## src/rtl/signed_seq_divider.sv

```systemverilog
// Sequential signed divider: radix-2 restoring division on operand magnitudes,
// one quotient bit per cycle, then a sign-correction cycle before done.
module signed_seq_divider #(
    parameter int N = 32
) (
    input  logic         clk,
    input  logic         rst,
    input  logic         start,
    input  logic [N-1:0] dividend,
    input  logic [N-1:0] divisor,
    output logic         busy,
    output logic         done,
    output logic [N-1:0] quotient,
    output logic [N-1:0] remainder,
    output logic         div_by_zero
);
    localparam int CW = $clog2(N);

    typedef enum logic [1:0] {IDLE, CALC, FIXUP, DONE} state_t;

    state_t        state_q, state_d;
    logic [CW-1:0] cnt_q, cnt_d;
    logic [N-1:0]  r_q, r_d;
    logic [N-1:0]  q_q, q_d;
    logic [N-1:0]  d_q, d_d;
    logic          qneg_q, qneg_d;
    logic          rneg_q, rneg_d;
    logic          dbz_q, dbz_d;
    logic [N-1:0]  quotient_q, quotient_d;
    logic [N-1:0]  remainder_q, remainder_d;
    logic          div_by_zero_q, div_by_zero_d;
    logic          busy_q, busy_d;
    logic          done_q, done_d;
    logic [N:0]    shifted;
    logic [N:0]    trial;

    always_comb begin
        state_d       = state_q;
        cnt_d         = cnt_q;
        r_d           = r_q;
        q_d           = q_q;
        d_d           = d_q;
        qneg_d        = qneg_q;
        rneg_d        = rneg_q;
        dbz_d         = dbz_q;
        quotient_d    = quotient_q;
        remainder_d   = remainder_q;
        div_by_zero_d = div_by_zero_q;
        busy_d        = busy_q;
        done_d        = done_q;
        // Partial remainder stays below |divisor|, so the shifted value fits N+1 bits
        // and its MSB is always clear; trial[N] is the borrow of the subtraction.
        shifted       = {r_q, q_q[N-1]};
        trial         = shifted - {1'b0, d_q};

        case (state_q)
            IDLE: begin
                if (start) begin
                    state_d = CALC;
                    cnt_d   = CW'(N - 1);
                    r_d     = '0;
                    q_d     = dividend[N-1] ? -dividend : dividend;
                    d_d     = divisor[N-1] ? -divisor : divisor;
                    qneg_d  = dividend[N-1] ^ divisor[N-1];
                    rneg_d  = dividend[N-1];
                    dbz_d   = (divisor == '0);
                    busy_d  = 1'b1;
                end
            end
            CALC: begin
                if (trial[N]) begin
                    r_d = shifted[N-1:0];
                    q_d = {q_q[N-2:0], 1'b0};
                end else begin
                    r_d = trial[N-1:0];
                    q_d = {q_q[N-2:0], 1'b1};
                end
                cnt_d = cnt_q - CW'(1);
                if (cnt_q == '0) begin
                    state_d = FIXUP;
                end
            end
            FIXUP: begin
                // With a zero divisor every trial succeeds, leaving R = |dividend|.
                quotient_d    = dbz_q ? '1 : (qneg_q ? -q_q : q_q);
                remainder_d   = rneg_q ? -r_q : r_q;
                div_by_zero_d = dbz_q;
                done_d        = 1'b1;
                state_d       = DONE;
            end
            DONE: begin
                done_d  = 1'b0;
                busy_d  = 1'b0;
                state_d = IDLE;
            end
            default: begin
                state_d = IDLE;
                busy_d  = 1'b0;
                done_d  = 1'b0;
            end
        endcase
    end

    always_ff @(posedge clk or posedge rst) begin
        if (rst) begin
            state_q       <= IDLE;
            cnt_q         <= '0;
            r_q           <= '0;
            q_q           <= '0;
            d_q           <= '0;
            qneg_q        <= 1'b0;
            rneg_q        <= 1'b0;
            dbz_q         <= 1'b0;
            quotient_q    <= '0;
            remainder_q   <= '0;
            div_by_zero_q <= 1'b0;
            busy_q        <= 1'b0;
            done_q        <= 1'b0;
        end else begin
            state_q       <= state_d;
            cnt_q         <= cnt_d;
            r_q           <= r_d;
            q_q           <= q_d;
            d_q           <= d_d;
            qneg_q        <= qneg_d;
            rneg_q        <= rneg_d;
            dbz_q         <= dbz_d;
            quotient_q    <= quotient_d;
            remainder_q   <= remainder_d;
            div_by_zero_q <= div_by_zero_d;
            busy_q        <= busy_d;
            done_q        <= done_d;
        end
    end

    assign busy        = busy_q;
    assign done        = done_q;
    assign quotient    = quotient_q;
    assign remainder   = remainder_q;
    assign div_by_zero = div_by_zero_q;

endmodule

```

## config.mk

```make
export PLATFORM = sky130hd
export DESIGN_NAME = signed_seq_divider
export DESIGN_NICKNAME = d
export VERILOG_FILES = /design/src/rtl/signed_seq_divider.sv
export SDC_FILE = /design/constraint.sdc
export NUM_CORES = 1
export LEC_CHECK = 0
export CAP_MARGIN = 5
export CELL_PAD_IN_SITES_DETAIL_PLACEMENT = 0
export CELL_PAD_IN_SITES_GLOBAL_PLACEMENT = 1
export CORE_ASPECT_RATIO = 1.1
export CORE_MARGIN = 2
export CORE_UTILIZATION = 30
export CTS_BUF_LIST = sky130_fd_sc_hd__clkbuf_4 sky130_fd_sc_hd__clkbuf_8
export CTS_CLUSTER_DIAMETER = 80
export DETAILED_ROUTE_END_ITERATION = 10
export GPL_TIMING_DRIVEN = 0
export PLACE_DENSITY_LB_ADDON = 0.1
export SETUP_SLACK_MARGIN = 0.1
export SYNTH_ARGS = -nofsm -noshare
export SYNTH_HDL_FRONTEND = slang
export SYNTH_SLANG_ARGS = --single-unit
```

## constraint.sdc

```tcl
create_clock -name clk -period 10.9 [get_ports clk]
set_input_delay 1.635 -clock clk [delete_from_list [all_inputs] [get_ports clk]]
set_output_delay 1.635 -clock clk [all_outputs]
set_load 0.03 [all_outputs]
```

==> flow_metrics.py <==
metrics = {
    "clock_network": {
        "ctsHoldBuffers": 0,
        "clk_pin_slew_worst_paths_ns": 0.10,
        "cts_resized": 0,
        "cts_setup_buffers": 0,
        "worstSkewPairLatency_ns": 0.48,
        "htreeDepth": 4,
        "clock-sinks": 173,
        "clock_path_buffers": 2,
        "cts_tree": "done",
        "root_buffer": "clkbuf_8",
        "cts_made_buffers": 17,
    },
    "logic_synthesis": {
        "syn_nets": 1407,
        "syn-instance-count": 1297,
        "seq_area_frac_synth_pct": 38.2,
        "yosys.area.top_type_share_pct": 38.2,
        "syn_area_per_cell_um2": 8.73,
        "synth_top_area_cell": "dfrtp_1",
        "ys_seq_elements": 173,
        "yosys_warnings": 0,
        "synth_edf_count": 0,
        "synth_area_leaders": "dfrtp_1 38%, xor2_1 7.0%, o21ai_0 5.3%",
        "ys_top_cells_by_count": "173 x dfrtp_1, 134 x nand2_1, 119 x o21ai_0, 97 x a21oi_1, 93 x nor2_1",
        "ys_types": 68,
        "synth_ff_type": "dfrtp_1",
        "yosysMostFrequentCell": "dfrtp_1",
        "netlist_area_um2": 11300,
        "synthArstFlopShare_pct": 100,
    },
    "worst_setup_path": {
        "worstPathRequired_ns": 11.30,
        "reg2reg_slack_ns": 6.62,
        "startpoint": "r_q[14]",
        "slowest_delay_ns": 0.66,
        "crit_fanout": 10,
        "path_common_cell": "o21ai_1",
        "path_cells": "ha_1, a21oi_1, o21ai_1, a311oi_1, nand2b_1, a211oi_1, nor4_1, o21ai_1, clkbuf_1, nand3_1, o211ai_1",
        "slowest_stage": "o21ai_1",
        "ff2ff_path_depth": 11,
        "cp-start-kind": "register",
        "rr_endpoint": "r_q[26]",
        "r2r_start": "r_q[14]",
        "end_kind": "register",
        "critPathKind": "reg -> reg",
        "cp_data_arrival_time_ns": 4.68,
    },
    "placement": {
        "io_buffers": 133,
        "hpwl_mm": 28.9,
        "pre_cts_slack_ns": 6.23,
        "place_congestion": 0.836,
    },
    "die": {
        "pin_count": 134,
        "initial_utilization_pct": 30.4,
        "die_w_um": 189,
        "rows": 74,
        "die_h_um": 208,
        "dieArea_um2": 39300,
        "core_um2": 37200,
    },
    "global_routing": {
        "grt_pass1_wl_mm": 57.7,
        "antenna_found_initial": 0,
        "track_usage_pct": 18.7,
        "overflow": 0,
        "grt_max_degree": 113,
        "grt_pass1_vias": 9909,
    },
    "run_status": {
        "status": "complete, no violations",
    },
    "finish": {
        "fillers": 3931,
        "synthToLayoutAreaGrowth_pct": 21.3,
        "antennaDiodeCount": 0,
        "nets": 1560,
        "drive_gt1_share_pct": 4.24,
    },
    "power": {
        "ir_worst_vdd_mv": 0.130,
        "power_mw": 4.54,
        "p_per_area_nw_per_um2": 331,
        "power.static_leakage_nw": 5.59,
    },
    "sta": {
        "fin_crit_ns": 4.28,
        "maxSlewHeadroom_pct": 46.2,
        "finalSetupViolations": 0,
        "tightest_slew_ns": 0.802,
        "max_freq_mhz": 234,
        "fin_skew_ns": 0.0177,
        "tns_ns": 0,
        "min_period_over_period_pct": 39.3,
        "finalMaxSlewViolations": 0,
        "rsz0062_at_grt": "false",
        "setup_ws_ns": 6.62,
        "hold_viol": 0,
    },
    "route": {
        "ant_nets": 0,
        "route.detailed.drc": 0,
        "dr_total_vias": 10000,
        "wl_per_cell_um": 18.8,
        "avgViaCountPerCell": 5.12,
        "drtPass1Iterations": 5,
        "wl_mm": 36.9,
        "dr.first_iter.drc_count": 555,
    },
    "worst_hold_path": {
        "hold_class": "reg -> reg",
        "holdPathStages": 2,
        "whs_endpoint": "d_q[10]",
        "hp-start": "d_q[10]",
    },
    "job": {
        "drv_cap": 0,
    },
}
[how the worst max path moves through the flow]
stage | slack (ns) | to | cells past startpoint
2_1_floorplan | 4.58 | busy | 1
3_3_place_gp | 1.69 | q_q[9] | 2
3_5_place_dp | 6.23 | d_q[29] | 10
4_1_cts | 6.62 | r_q[0] | 15
5_1_grt | 6.41 | r_q[26] | 11
6_report | 6.62 | r_q[26] | 11
[layer usage]
layer	vias up	part of all wire, %	track usage [%]
li1	4975	-	-
met5	-	0	0
met4	0	1.2	4.30
met2	201	42	27.9
met3	22	4.0	2.65
met1	4819	52	28.4
[flip-flops by register name (all words and copies together) (netlist names)]
| register | flops |
|---|---|
| r_q | 32 |
| rneg_q | 1 |
| dbz_q | 1 |
| remainder | 32 |
| busy | 1 |
| qneg_q | 1 |
| quotient | 32 |
| q_q | 32 |
| cnt_q | 5 |
| d_q | 32 |
| state_q | 2 |
| div_by_zero | 1 |
| done | 1 |
[stage by stage]
step | area, um^2 | instances | hold WS (ns) | utilization [%]
6_report | 13700 | 1957 | 0.484 | 36.9
5_1_grt | 13700 | 1957 | 0.527 | 36.9
4_1_cts | 13700 | 1957 | 0.495 | 36.9
3_5_place_dp | 13300 | 1925 | 0.472 | 35.8
3_3_place_gp | 13300 | 1924 | 0.467 | 35.7
2_1_floorplan | 11300 | 1297 | 0.450 | -
[layout by cell type, fill, tap and decap left out, types with 6 or more instances in the layout]
| cell | synthesis | routed |
|---|---|---|
| a21o_1 | 14 | 14 |
| a21oi_1 | 97 | 97 |
| a221o_1 | 18 | 18 |
| a22oi_1 | 24 | 24 |
| buf_1 | 8 | 8 |
| clkbuf_1 | 62 | 62 |
| clkbuf_8 | 0 | 17 |
| clkdlybuf4s50_1 | 0 | 133 |
| dfrtp_1 | 173 | 173 |
| ha_1 | 42 | 42 |
| inv_1 | 59 | 58 |
| nand2_1 | 134 | 134 |
| nand2b_1 | 31 | 31 |
| nand3_1 | 13 | 13 |
| nand3b_1 | 6 | 6 |
| nand4_1 | 17 | 17 |
| nor2_1 | 93 | 93 |
| nor2b_1 | 11 | 11 |
| nor3_1 | 13 | 13 |
| nor4_1 | 11 | 11 |
| o211ai_1 | 18 | 18 |
| o21a_1 | 7 | 7 |
| o21ai_0 | 119 | 119 |
| o22a_1 | 27 | 27 |
| o31ai_1 | 29 | 29 |
| o41ai_1 | 16 | 16 |
| or3_1 | 13 | 13 |
| or4_1 | 13 | 13 |
| xnor2_1 | 53 | 53 |
| xor2_1 | 91 | 91 |
[layout make-up]
| type | instances | area, um^2 | share of cell area (%) |
|---|---|---|---|
| Timing Repair Buffer | 134 | 1360 | 9.89 |
| Clock inverter | 15 | 189 | 1.38 |
| Multi-Input combinational cell | 990 | 6490 | 47.2 |
| Inverter | 59 | 229 | 1.67 |
| Tap cell | 494 | 618 | 4.50 |
| Buffer | 75 | 288 | 2.10 |
| Clock buffer | 17 | 234 | 1.70 |
| Sequential cell | 173 | 4330 | 31.5 |
[where the power goes]
group,switching [mW],internal (mW),total [mW],leakage [nW]
clock network,0.271,0.230,0.502,0.209
registers,0.303,0.930,1.23,2.11
logic,1.71,1.09,2.81,3.27
[cell families after synthesis]
kind of cell / after synthesis / share of synthesized area, %
compound gates: 418 / 24.4
simple gates: 376 / 16.1
flops: 173 / 38.2
xor+xnor: 144 / 11.1
buf+inv: 134 / 4.50
fa+ha+maj: 43 / 4.82
mux: 9 / 0.851
[worst max-delay path: cells and delay by family, from the launching register on]
family                     cells  cell delay, ns
DFF                            1            0.50
and+or+nand+nor                3            0.63
buffers and inverters          1            0.52
AOI/OAI and AO/OA              6            2.09
adders and majority gates      1            0.45
Note: power is estimated with default switching activity, not from simulation.
